## src/rtl/sv_pkg.sv

```systemverilog
// -----------------------------------------------------------------------------
// sv_pkg: shared constants for the system control register window (0x2020-0x2027).
//   - Register offsets within the window (AB[2:0]).
//   - Bit positions inside the sys_ctl register.
//   - Read value returned for unmapped and acknowledge offsets.
// -----------------------------------------------------------------------------
package sv_pkg;

  typedef logic [2:0] reg_off_t;

  // Register offsets
  localparam reg_off_t REG_JOY     = 3'd0;
  localparam reg_off_t REG_TIMER   = 3'd3;
  localparam reg_off_t REG_ACK_TIM = 3'd4;
  localparam reg_off_t REG_ACK_DMA = 3'd5;
  localparam reg_off_t REG_CTL     = 3'd6;
  localparam reg_off_t REG_STAT    = 3'd7;

  // sys_ctl bit positions
  localparam int CTL_NMI    = 0;
  localparam int CTL_TIM_IE = 1;
  localparam int CTL_DMA_IE = 2;
  localparam int CTL_LCD    = 3;
  localparam int CTL_SLOW   = 4;

  // Value driven for offsets that have no readable content
  localparam logic [7:0] RD_OPEN = 8'hFF;

endpackage

```

## src/rtl/sys_regs_timer.sv

```systemverilog
// -----------------------------------------------------------------------------
// sys_timer: prescaled 8-bit down-counter for the IRQ timer.
// Ports:
//   clk_sys   in   system clock
//   reset_n   in   synchronous active-low reset
//   cpu_ce    in   CPU bus-cycle strobe; the prescaler counts these
//   slow      in   selects PRESCALE_SLOW (1) or PRESCALE_FAST (0) tick period
//   load      in   load timer from load_val and clear prescaler (implies cpu_ce)
//   load_val  in   value for load
//   timer     out  current timer value
//   expire    out  combinational; high on the edge where the timer reaches 0
//                  (1->0 decrement or a load of 0)
// -----------------------------------------------------------------------------
module sys_timer #(
  parameter int PRESCALE_FAST = 256,
  parameter int PRESCALE_SLOW = 16384
) (
  input  logic       clk_sys,
  input  logic       reset_n,
  input  logic       cpu_ce,
  input  logic       slow,
  input  logic       load,
  input  logic [7:0] load_val,
  output logic [7:0] timer,
  output logic       expire
);

  localparam int PS_MAX = (PRESCALE_SLOW > PRESCALE_FAST) ? PRESCALE_SLOW : PRESCALE_FAST;
  localparam int PW     = $clog2(PS_MAX);
  localparam logic [PW-1:0] TERM_FAST = PW'(PRESCALE_FAST - 1);
  localparam logic [PW-1:0] TERM_SLOW = PW'(PRESCALE_SLOW - 1);

  logic [PW-1:0] prescale_reg;
  logic [7:0]    timer_reg;
  logic [PW-1:0] term;
  logic          tick;

  // ">=" rather than "==" so that switching to the short period while the
  // count is already past its terminal value wraps on the very next pulse.
  always_comb begin
    term   = slow ? TERM_SLOW : TERM_FAST;
    tick   = cpu_ce && (prescale_reg >= term);
    // A load overrides any tick on the same edge, so only the load decides.
    expire = load ? (load_val == 8'd0) : (tick && (timer_reg == 8'd1));
  end

  always_ff @(posedge clk_sys) begin
    if (!reset_n) begin
      prescale_reg <= '0;
      timer_reg    <= 8'd0;
    end else if (load) begin
      prescale_reg <= '0;
      timer_reg    <= load_val;
    end else if (cpu_ce) begin
      prescale_reg <= tick ? '0 : prescale_reg + 1'b1;
      // The timer parks at zero instead of wrapping.
      if (tick && (timer_reg != 8'd0))
        timer_reg <= timer_reg - 8'd1;
    end
  end

  assign timer = timer_reg;

endmodule

```

## src/rtl/sys_regs.sv

```systemverilog
// -----------------------------------------------------------------------------
// sys_regs: CPU-bus target for the system control window 0x2020-0x2027
// (joypad, IRQ timer, IRQ status/acknowledge, system control).
// Ports:
//   clk_sys   in   system clock, all logic on its rising edge
//   reset_n   in   synchronous active-low reset
//   cpu_ce    in   one-cycle strobe per CPU bus cycle; qualifies all side effects
//   cs        in   window decode hit
//   we        in   1 = write, 0 = read
//   addr      in   register offset AB[2:0]
//   din       in   write data
//   dout      out  registered read data (valid the edge after the access)
//   joy_n     in   joypad buttons, active-low
//   dma_done  in   one-clock pulse at DMA completion
//   bank      out  sys_ctl[6:5]
//   lcd_en    out  sys_ctl[3]
//   irq       out  level IRQ
//   nmi       out  frame NMI pulse (only when SYS_REGS_NMI_EN is defined, else 0)
// Build option: define SYS_REGS_NMI_EN to add the 16-bit NMI frame counter.
// -----------------------------------------------------------------------------
module sys_regs
  import sv_pkg::*;
#(
  parameter int PRESCALE_FAST = 256,
  parameter int PRESCALE_SLOW = 16384
) (
  input  logic       clk_sys,
  input  logic       reset_n,
  input  logic       cpu_ce,
  input  logic       cs,
  input  logic       we,
  input  logic [2:0] addr,
  input  logic [7:0] din,
  output logic [7:0] dout,
  input  logic [7:0] joy_n,
  input  logic       dma_done,
  output logic [1:0] bank,
  output logic       lcd_en,
  output logic       irq,
  output logic       nmi
);

  logic [7:0] dout_reg;
  logic [7:0] sys_ctl_reg;
  logic [1:0] irq_status_reg;
  logic [1:0] irq_status_next;
  logic [7:0] rd_data;
  logic [7:0] timer_val;
  logic       tim_expire;
  logic       acc_rd;
  logic       acc_wr;

  assign acc_rd = cs && cpu_ce && !we;
  assign acc_wr = cs && cpu_ce &&  we;

  sys_timer #(
    .PRESCALE_FAST (PRESCALE_FAST),
    .PRESCALE_SLOW (PRESCALE_SLOW)
  ) u_timer (
    .clk_sys  (clk_sys),
    .reset_n  (reset_n),
    .cpu_ce   (cpu_ce),
    .slow     (sys_ctl_reg[CTL_SLOW]),
    .load     (acc_wr && (addr == REG_TIMER)),
    .load_val (din),
    .timer    (timer_val),
    .expire   (tim_expire)
  );

  always_comb begin
    case (addr)
      REG_JOY:   rd_data = joy_n;
      REG_TIMER: rd_data = timer_val;
      REG_CTL:   rd_data = sys_ctl_reg;
      REG_STAT:  rd_data = {6'b0, irq_status_reg};
      default:   rd_data = RD_OPEN;
    endcase
  end

  // Acknowledge clears first, then sets, so a set on the same edge wins.
  always_comb begin
    irq_status_next = irq_status_reg;
    if (acc_rd && (addr == REG_ACK_TIM)) irq_status_next[0] = 1'b0;
    if (acc_rd && (addr == REG_ACK_DMA)) irq_status_next[1] = 1'b0;
    if (tim_expire)                      irq_status_next[0] = 1'b1;
    if (dma_done)                        irq_status_next[1] = 1'b1;
  end

  always_ff @(posedge clk_sys) begin
    if (!reset_n) begin
      dout_reg       <= 8'hFF;
      sys_ctl_reg    <= 8'h00;
      irq_status_reg <= 2'b00;
    end else begin
      irq_status_reg <= irq_status_next;
      if (acc_rd)
        dout_reg <= rd_data;
      if (acc_wr && (addr == REG_CTL))
        sys_ctl_reg <= din;
    end
  end

  assign dout   = dout_reg;
  assign bank   = sys_ctl_reg[6:5];
  assign lcd_en = sys_ctl_reg[CTL_LCD];
  // Status latches independently of the enables, so enabling later fires at once.
  assign irq    = (irq_status_reg[0] & sys_ctl_reg[CTL_TIM_IE]) |
                  (irq_status_reg[1] & sys_ctl_reg[CTL_DMA_IE]);

`ifdef SYS_REGS_NMI_EN
  logic [15:0] frame_cnt_reg;
  logic        nmi_reg;

  // nmi is refreshed on every cpu_ce, so a wrap pulse lasts one cpu_ce period.
  always_ff @(posedge clk_sys) begin
    if (!reset_n) begin
      frame_cnt_reg <= 16'd0;
      nmi_reg       <= 1'b0;
    end else if (cpu_ce) begin
      frame_cnt_reg <= frame_cnt_reg + 16'd1;
      nmi_reg       <= (frame_cnt_reg == 16'hFFFF) && sys_ctl_reg[CTL_NMI];
    end
  end

  assign nmi = nmi_reg;
`else
  assign nmi = 1'b0;
`endif

endmodule
```

## config.mk

```make
export PLATFORM = sky130hd
export DESIGN_NAME = sys_regs
export DESIGN_NICKNAME = d
export VERILOG_FILES = /design/src/rtl/sv_pkg.sv /design/src/rtl/sys_regs_timer.sv /design/src/rtl/sys_regs.sv
export SDC_FILE = /design/constraint.sdc
export NUM_CORES = 1
export LEC_CHECK = 0
export CORE_MARGIN = 2
export CORE_UTILIZATION = 35
export DETAILED_ROUTE_END_ITERATION = 12
export PLACE_DENSITY = 0.63
export SLEW_MARGIN = 20
export SYNTH_ARGS = -nofsm -noshare
export SYNTH_HDL_FRONTEND = slang
export SYNTH_SLANG_ARGS = --single-unit
```

## constraint.sdc

```tcl
create_clock -name clk_sys -period 1.7 [get_ports clk_sys]
set_input_delay 0.34 -clock clk_sys [delete_from_list [all_inputs] [get_ports clk_sys]]
set_output_delay 0.34 -clock clk_sys [all_outputs]
set_load 0.03 [all_outputs]
```

==> flow_summary.html, run 1 <==
<table>
<tr><th>Metric</th><th>Value</th></tr>
<tr><th colspan="2">Status</th></tr>
<tr><td>Outcome</td><td>finished with violations</td></tr>
<tr><td>Violations in the final reports</td><td>setup timing</td></tr>
<tr><th colspan="2">Finish</th></tr>
<tr><td>Layout cells sized above 1</td><td>23.0%</td></tr>
<tr><td>Diode insertion count for antenna repair</td><td>0</td></tr>
<tr><td>Layout-stage area growth over the synthesis result</td><td>42.7%</td></tr>
<tr><td>Post-route cell area</td><td>roughly 3300 µm²</td></tr>
<tr><td>Final design utilization</td><td>51.4%</td></tr>
<tr><td>Number of flip-flops under the largest register name</td><td>14</td></tr>
<tr><td>Final layout net count</td><td>368</td></tr>
<tr><th colspan="2">Logic synthesis</th></tr>
<tr><td>Sequential fraction of the synthesis area</td><td>35.0%</td></tr>
<tr><td>Synth top area share</td><td>35.0%</td></tr>
<tr><td>Post-synthesis instance area</td><td>between 2000 and 2500 µm²</td></tr>
<tr><td>Count of yosys warnings during synthesis</td><td>0</td></tr>
<tr><td>Number of flip-flops and latches in the synthesized netlist</td><td>40</td></tr>
<tr><td>Prevailing post-synth register cell</td><td>dfxtp_1</td></tr>
<tr><td>Unique masters post-synth</td><td>53</td></tr>
<tr><td>Synth top cells by count</td><td>dfxtp_1, nor2_1, nand2_1</td></tr>
<tr><td>Main area contributors after synthesis</td><td>dfxtp_1, nor2_1, ha_1</td></tr>
<tr><td>Dominant cell by count in the synthesized netlist</td><td>dfxtp_1</td></tr>
<tr><td>Share of synthesized registers carrying an async set or reset</td><td>0%</td></tr>
<tr><td>Post-synth EDFFs</td><td>0</td></tr>
<tr><td>Post-synthesis area per instance</td><td>8.51 µm²</td></tr>
<tr><td>Nets in the synthesized netlist</td><td>303</td></tr>
<tr><td>Cell type with the highest aggregate area in the netlist</td><td>dfxtp_1</td></tr>
<tr><td>Cells after Synth</td><td>269</td></tr>
<tr><th colspan="2">Power</th></tr>
<tr><td>Net switching power figure</td><td>0.619 mW</td></tr>
<tr><td>Cell Int Power</td><td>1.90 mW</td></tr>
<tr><td>Static leakage power</td><td>1.30 nW</td></tr>
<tr><td>P per Cell Area</td><td>just under 800 nW/µm²</td></tr>
<tr><td>Sequential group share of total power</td><td>38.7%</td></tr>
<tr><td>Switching power share of the total</td><td>24.5%</td></tr>
<tr><td>Proportion of power drawn by the clock network</td><td>a little over two fifths</td></tr>
<tr><td>Part of the power in combinational logic</td><td>18.0%</td></tr>
<tr><td>VDD IR max</td><td>0.378 mV</td></tr>
<tr><th colspan="2">CTS</th></tr>
<tr><td>Count of clock tree sinks</td><td>40</td></tr>
<tr><td>Total number of H-tree levels</td><td>2</td></tr>
<tr><td>Clock transition at path regs</td><td>0.08 ns</td></tr>
<tr><td>Clock tree from TritonCTS</td><td>yes</td></tr>
<tr><td>Total of hold buffers inserted after clock tree synthesis</td><td>0</td></tr>
<tr><td>Maximum clock path buffer count</td><td>2</td></tr>
<tr><td>Clock latency at the later pin of the worst-skew pair</td><td>0.30 ns</td></tr>
<tr><td>Number of buffers created by CTS</td><td>5</td></tr>
<tr><td>Root buffer cell</td><td>clkbuf_8</td></tr>
<tr><th colspan="2">Timing</th></tr>
<tr><td>Worst Slack Setup Final</td><td>-0.141 ns</td></tr>
<tr><td>Number of setup violations in the final report</td><td>22</td></tr>
<tr><td>Unrepaired setup endpoints after global routing</td><td>yes</td></tr>
<tr><td>Maximum clock frequency</td><td>between 500 and 600 MHz</td></tr>
<tr><td>Crit share post-route</td><td>108%</td></tr>
<tr><td>Slew Limit Fails</td><td>0</td></tr>
<tr><td>Worst-case clock skew</td><td>0.00615 ns</td></tr>
<tr><td>Final Hold Viols</td><td>0</td></tr>
<tr><td>Post-route minimum period</td><td>1.84 ns</td></tr>
<tr><th colspan="2">Route</th></tr>
<tr><td>Number of remaining DRC errors</td><td>0</td></tr>
<tr><td>Final ANT Viol Nets</td><td>0</td></tr>
<tr><td>Total Wirelength</td><td>5890 µm</td></tr>
<tr><td>Starting DRC count in detailed routing</td><td>96</td></tr>
<tr><td>Via Count</td><td>2221</td></tr>
<tr><td>Routed len/inst</td><td>14.3 µm</td></tr>
<tr><td>Post-DR vias/cell</td><td>5.39</td></tr>
<tr><td>Router iterations before antenna repair</td><td>4</td></tr>
<tr><th colspan="2">Worst setup path</th></tr>
<tr><td>CP max FO</td><td>7</td></tr>
<tr><td>Worst Setup End Kind</td><td>flip-flop</td></tr>
<tr><td>Crit path kind</td><td>reg2reg</td></tr>
<tr><td>Peak per-stage delay on the critical path</td><td>between 0.4 and 0.5 ns</td></tr>
<tr><td>Arrival time of data at the critical path endpoint</td><td>2.07 ns</td></tr>
<tr><td>Worst Setup Start Kind</td><td>flip-flop</td></tr>
<tr><td>Slowest library cell on the worst path</td><td>a221o_1</td></tr>
<tr><td>CP Data Required Time</td><td>about 1.9 ns</td></tr>
<tr><td>Cell chain of the critical path</td><td>inv_8 &gt; ha_4 &gt; a21oi_2 &gt; o21ai_2 &gt; a221o_1 &gt; a21oi_4 &gt; mux2i_1</td></tr>
<tr><th colspan="2">Place</th></tr>
<tr><td>Total of buffers placed on input and output ports</td><td>36</td></tr>
<tr><td>Dpl ws</td><td>-0.369 ns</td></tr>
<tr><td>Routability Congestion</td><td>between 0.8 and 0.9</td></tr>
<tr><td>DP HPWL</td><td>4520 µm</td></tr>
<tr><td>Total placed instance area</td><td>3020 µm²</td></tr>
<tr><th colspan="2">Floorplan</th></tr>
<tr><td>Die outline height</td><td>84.9 µm</td></tr>
<tr><td>Starting density of the core</td><td>36.0%</td></tr>
<tr><td>Number of primary I/O pins</td><td>38</td></tr>
<tr><td>Total die area</td><td>7200 µm²</td></tr>
<tr><td>Num rows</td><td>29</td></tr>
<tr><td>Placeable core area</td><td>6350 µm²</td></tr>
<tr><td>Chip Width</td><td>between 80 and 90 µm</td></tr>
<tr><th colspan="2">Global route</th></tr>
<tr><td>Vias in the first global route</td><td>2215</td></tr>
<tr><td>Remaining Overflow, GRT</td><td>0</td></tr>
<tr><td>Pin count of the biggest net entering global routing</td><td>22</td></tr>
<tr><td>First-pass GRT wire length</td><td>10200 µm</td></tr>
<tr><td>Overall global routing resource usage</td><td>17.3%</td></tr>
<tr><td>Antenna violations before repair</td><td>0</td></tr>
<tr><th colspan="2">Worst hold path</th></tr>
<tr><td>Min-Delay Path Class</td><td>reg2reg</td></tr>
<tr><th colspan="2">Flow run</th></tr>
<tr><td>Max Cap Viol</td><td>0</td></tr>
</table>
through the flow:
stage	total power [mW]	TNS [ns]	instances	hold WS (ns)
global placement	1.43	-9.60	403	0.445
floorplan	1.24	-0.0106	269	0.459
CTS	2.54	-1.92	412	0.469
global route	2.63	-4.88	412	0.496
finish	2.52	-1.56	412	0.463
detailed placement	1.44	-10.23	403	0.450
repair_timing:
| action | CTS | global route |
|---|---|---|
| endpoints found under the hold margin | 0 | 0 |
| endpoints found under the setup margin | 26 | 32 |
| gates resized for setup | 12 | 9 |
| pin swaps | 8 | 9 |
| buffers inserted | 1 | 0 |
area by class of cell:
cell class,count,area [µm²]
Fill cell,606,3080
Multi-Input combinational cell,199,1470
Sequential cell,40,805
Timing Repair Buffer,77,692
Tap cell,77,96.3
Clock inverter,3,90.1
Clock buffer,5,68.8
Inverter,11,48.8
worst paths after layout:
check                         startpoint                             to  slack, ns  cells after the start
max          sys_ctl_reg[4]$_SDFFE_PN0P_  u_timer.timer[1]$_SDFFE_PN0P_      -0.14                      7
min                 dout[6]$_SDFFE_PN1P_           dout[6]$_SDFFE_PN1P_       0.46                      1
max reg2reg  sys_ctl_reg[4]$_SDFFE_PN0P_  u_timer.timer[1]$_SDFFE_PN0P_      -0.14                      7
min reg2reg         dout[6]$_SDFFE_PN1P_           dout[6]$_SDFFE_PN1P_       0.46                      1
routing by layer:
metal	GRT usage [%]	up-vias	share of wire, %	routed length [µm]
met1	23.8	1032	49	2880
met3	4.09	12	6.4	377
met4	6.06	0	1.6	97
met5	0	-	0	0
met2	26.6	71	43	2540
li1	-	1106	-	-
layout by cell type, fill, tap and decap left out, drive strengths merged, types with 9 or more instances in the layout:
master         count
buf               41
clkdlybuf4s50     31
dfxtp             40
ha                 9
inv               11
mux2i             11
nand2             18
nand3             17
nor2              38
o21ai             17
xor2              11
power groups by stage:
| stage | registers, mW | logic [mW] | clock network, mW |
|---|---|---|---|
| finish | 0.976 | 0.454 | 1.09 |
| global route | 0.980 | 0.494 | 1.15 |
| CTS | 0.976 | 0.444 | 1.12 |
| detailed placement | 0.999 | 0.439 | 0 |
| global placement | 1.00 | 0.432 | 0 |
| floorplan | 1.02 | 0.218 | 0 |
logic make-up (layout without fill, tap and decap cells):
family / after synthesis / in the layout / synth area share, %
compound gates: 61 / 61 / 20.1
xor+xnor: 12 / 12 / 4.59
fa+ha+maj: 9 / 9 / 4.92
buf+inv: 30 / 96 / 6.34
flops: 40 / 40 / 35.0
mux: 12 / 12 / 5.30
other cells: 1 / 1 / 0.164
simple gates: 104 / 104 / 23.6
critical path, delay by kind of cell (launching register included):
kind | cells | cell delay (ns)
multiplexers | 1 | 0.20
flip-flops | 1 | 0.38
buffers and inverters | 1 | 0.06
AO/OA/AOI/OAI | 4 | 0.87
adder cells (fa/ha/maj) | 1 | 0.25
No activity file was read; power rests on OpenSTA's default activity.
==> inputs of run 2 (changes only) <==
--- a/config.mk
+++ b/config.mk
@@ -9,6 +9,7 @@
 export CORE_UTILIZATION = 35
 export DETAILED_ROUTE_END_ITERATION = 12
 export PLACE_DENSITY = 0.63
+export SETUP_SLACK_MARGIN = 0.05
 export SLEW_MARGIN = 20
 export SYNTH_ARGS = -nofsm -noshare
 export SYNTH_HDL_FRONTEND = slang
==> run 2 against run 1 <==
- the run still ends with setup timing left
- largest cell class unchanged
- critical endpoint is now u_timer.timer[6]$_SDFFE_PN0P_
- flip-flop and latch count stayed put
- total power is 20% lower
- non-clock buffer count is 2 higher
- critical path type unchanged
- sequential share of layout area is 0.62 points higher
==> flow_summary.html, run 2 (synthesized netlist as in run 1, its figures left out) <==
<table>
<tr><th>Metric</th><th>Value</th></tr>
<tr><th colspan="2">Route</th></tr>
<tr><td>Number of remaining DRC errors</td><td>0</td></tr>
<tr><td>Post-DR vias/cell</td><td>~5.2</td></tr>
<tr><td>Total Wirelength</td><td>5710 µm</td></tr>
<tr><td>Routed len/inst</td><td>13.8 µm</td></tr>
<tr><td>Starting DRC count in detailed routing</td><td>74</td></tr>
<tr><td>Via Count</td><td>2149</td></tr>
<tr><td>Final ANT Viol Nets</td><td>0</td></tr>
<tr><td>Router iterations before antenna repair</td><td>4</td></tr>
<tr><th colspan="2">Timing</th></tr>
<tr><td>Post-route minimum period</td><td>about 1.9 ns</td></tr>
<tr><td>Crit share post-route</td><td>111%</td></tr>
<tr><td>Worst Slack Setup Final</td><td>-0.185 ns</td></tr>
<tr><td>Maximum clock frequency</td><td>531 MHz</td></tr>
<tr><td>Unrepaired setup endpoints after global routing</td><td>yes</td></tr>
<tr><td>Slew Limit Fails</td><td>0</td></tr>
<tr><td>Worst-case clock skew</td><td>between 0.007 and 0.008 ns</td></tr>
<tr><td>Final Hold Viols</td><td>0</td></tr>
<tr><td>Setup tns final</td><td>-1.11 ns</td></tr>
<tr><td>Number of setup violations in the final report</td><td>19</td></tr>
<tr><td>Final Hold Slack</td><td>0.459 ns</td></tr>
<tr><th colspan="2">Finish</th></tr>
<tr><td>Area taken by multi-input logic gates</td><td>1440 µm²</td></tr>
<tr><td>Layout cells sized above 1</td><td>22.6%</td></tr>
<tr><td>Diode insertion count for antenna repair</td><td>0</td></tr>
<tr><td>Final design utilization</td><td>50.2%</td></tr>
<tr><td>Top library cells by usage in the layout, fill and taps aside</td><td>dfxtp_1, buf_4, nor2_1</td></tr>
<tr><td>Number of flip-flops under the largest register name</td><td>14</td></tr>
<tr><td>Footprint of the flip-flops and latches</td><td>805 µm²</td></tr>
<tr><td>Final layout net count</td><td>370</td></tr>
<tr><td>Filler cell count</td><td>629</td></tr>
<tr><td>Layout-stage area growth over the synthesis result</td><td>39.2%</td></tr>
<tr><th colspan="2">Global route</th></tr>
<tr><td>Vias in the first global route</td><td>2112</td></tr>
<tr><td>Busiest layer in global routing</td><td>met2</td></tr>
<tr><td>Overall global routing resource usage</td><td>16.6%</td></tr>
<tr><td>M3 GR Usage</td><td>2.53%</td></tr>
<tr><td>Met1 routing resource usage after global routing</td><td>24.1%</td></tr>
<tr><td>Antenna violations before repair</td><td>0</td></tr>
<tr><td>Met2 layer usage reported by global route</td><td>26.2%</td></tr>
<tr><td>Remaining Overflow, GRT</td><td>0</td></tr>
<tr><td>First-pass GRT wire length</td><td>slightly below 10000 µm</td></tr>
<tr><td>Pin count of the biggest net entering global routing</td><td>22</td></tr>
<tr><th colspan="2">CTS</th></tr>
<tr><td>Number of buffers created by CTS</td><td>5</td></tr>
<tr><td>Count of clock tree sinks</td><td>40</td></tr>
<tr><td>Total of hold buffers inserted after clock tree synthesis</td><td>0</td></tr>
<tr><td>Post-CTS Setup Inserts</td><td>0</td></tr>
<tr><td>Clock tree from TritonCTS</td><td>yes</td></tr>
<tr><td>Root buffer cell</td><td>clkbuf_8</td></tr>
<tr><td>Total number of H-tree levels</td><td>2</td></tr>
<tr><td>Clock latency at the later pin of the worst-skew pair</td><td>0.29 ns</td></tr>
<tr><td>Maximum clock path buffer count</td><td>2</td></tr>
<tr><td>Clock transition at path regs</td><td>0.08 ns</td></tr>
<tr><th colspan="2">Status</th></tr>
<tr><td>Violations in the final reports</td><td>setup timing</td></tr>
<tr><td>Outcome</td><td>finished with violations</td></tr>
<tr><th colspan="2">Place</th></tr>
<tr><td>Total of buffers placed on input and output ports</td><td>36</td></tr>
<tr><td>DP HPWL</td><td>4470 µm</td></tr>
<tr><td>Routability Congestion</td><td>approximately 0.9</td></tr>
<tr><td>Dpl ws</td><td>-0.496 ns</td></tr>
<tr><th colspan="2">Floorplan</th></tr>
<tr><td>Die outline height</td><td>84.9 µm</td></tr>
<tr><td>Starting density of the core</td><td>36.0%</td></tr>
<tr><td>Number of primary I/O pins</td><td>38</td></tr>
<tr><td>Total die area</td><td>7200 µm²</td></tr>
<tr><td>Placeable core area</td><td>6350 µm²</td></tr>
<tr><td>Chip Width</td><td>~85 µm</td></tr>
<tr><td>Num rows</td><td>29</td></tr>
<tr><th colspan="2">Worst setup path</th></tr>
<tr><td>CP max FO</td><td>12</td></tr>
<tr><td>CP Data Required Time</td><td>1.88 ns</td></tr>
<tr><td>Slowest library cell on the worst path</td><td>dfxtp_4</td></tr>
<tr><td>Crit path kind</td><td>reg2reg</td></tr>
<tr><td>Arrival time of data at the critical path endpoint</td><td>a little over 2 ns</td></tr>
<tr><td>Peak per-stage delay on the critical path</td><td>0.39 ns</td></tr>
<tr><td>Worst Setup End Kind</td><td>flip-flop</td></tr>
<tr><td>Cell chain of the critical path</td><td>inv_8 &gt; ha_4 &gt; nand4_1 &gt; o21ai_2 &gt; a221oi_4 &gt; buf_12 &gt; o311a_1 &gt; o21a_1</td></tr>
<tr><td>Worst Setup Start Kind</td><td>flip-flop</td></tr>
<tr><th colspan="2">Power</th></tr>
<tr><td>Static leakage power</td><td>1.28 nW</td></tr>
<tr><td>VDD IR max</td><td>0.358 mV</td></tr>
<tr><td>P per Cell Area</td><td>637 nW/µm²</td></tr>
<tr><th colspan="2">Worst hold path</th></tr>
<tr><td>Min-Delay Path Class</td><td>reg2reg</td></tr>
<tr><th colspan="2">Flow run</th></tr>
<tr><td>Max Cap Viol</td><td>0</td></tr>
</table>
-- run 2: final cells by class --
type                            count  area share, %
Tap cell                           77           3.02
Inverter                           11           1.53
Timing Repair Buffer               79           22.5
Sequential cell                    40           25.3
Clock buffer                        6           2.28
Multi-Input combinational cell    199           45.2
Clock inverter                      1          0.157
-- run 2: metrics by stage --
| stage | area, µm² | std cells | total power, mW |
|---|---|---|---|
| floorplan | 2380 | 269 | 1.24 |
| detailed placement | 3070 | 406 | 1.45 |
| global route | 3190 | 413 | 2.15 |
| finish | 3190 | 413 | 2.03 |
| CTS | 3150 | 413 | 2.05 |
| global placement | 3070 | 406 | 1.45 |
-- run 2: power breakdown --
part	total, mW	internal, mW	switching [mW]	leakage (nW)
clock	0.599	0.279	0.320	0.0410
combinational	0.453	0.219	0.234	0.911
sequential	0.977	0.961	0.0159	0.325
-- run 2: critical path: cells and delay by family (launching register included) --
kind,cells,cell delay [ns]
AO/OA/AOI/OAI,4,0.75
flip-flops,1,0.39
AND/OR/NAND/NOR,1,0.14
buffers and inverters,2,0.22
adder cells (fa/ha/maj),1,0.27
-- run 2: layer usage --
layer | share of wire [%] | wire [µm] | vias up
met1 | 50 | 2870 | 991
li1 | - | - | 1105
met2 | 44 | 2540 | 49
met5 | 0 | 0 | -
met3 | 4.7 | 270 | 4
met4 | 0.53 | 30 | 0
-- run 2: path summary, 6_finish.rpt --
path                               startpoint                            end  slack, ns  depth (start not counted)
setup / recovery  sys_ctl_reg[4]$_SDFFE_PN0P_  u_timer.timer[6]$_SDFFE_PN0P_      -0.18                          8
hold / removal           dout[1]$_SDFFE_PN1P_           dout[1]$_SDFFE_PN1P_       0.46                          1
setup reg to reg  sys_ctl_reg[4]$_SDFFE_PN0P_  u_timer.timer[6]$_SDFFE_PN0P_      -0.18                          8
hold reg to reg          dout[1]$_SDFFE_PN1P_           dout[1]$_SDFFE_PN1P_       0.46                          1
-- run 2: repair_timing --
action,CTS,global route
pin swaps,2,4
setup endpoints to repair,37,44
gates resized for setup,11,14
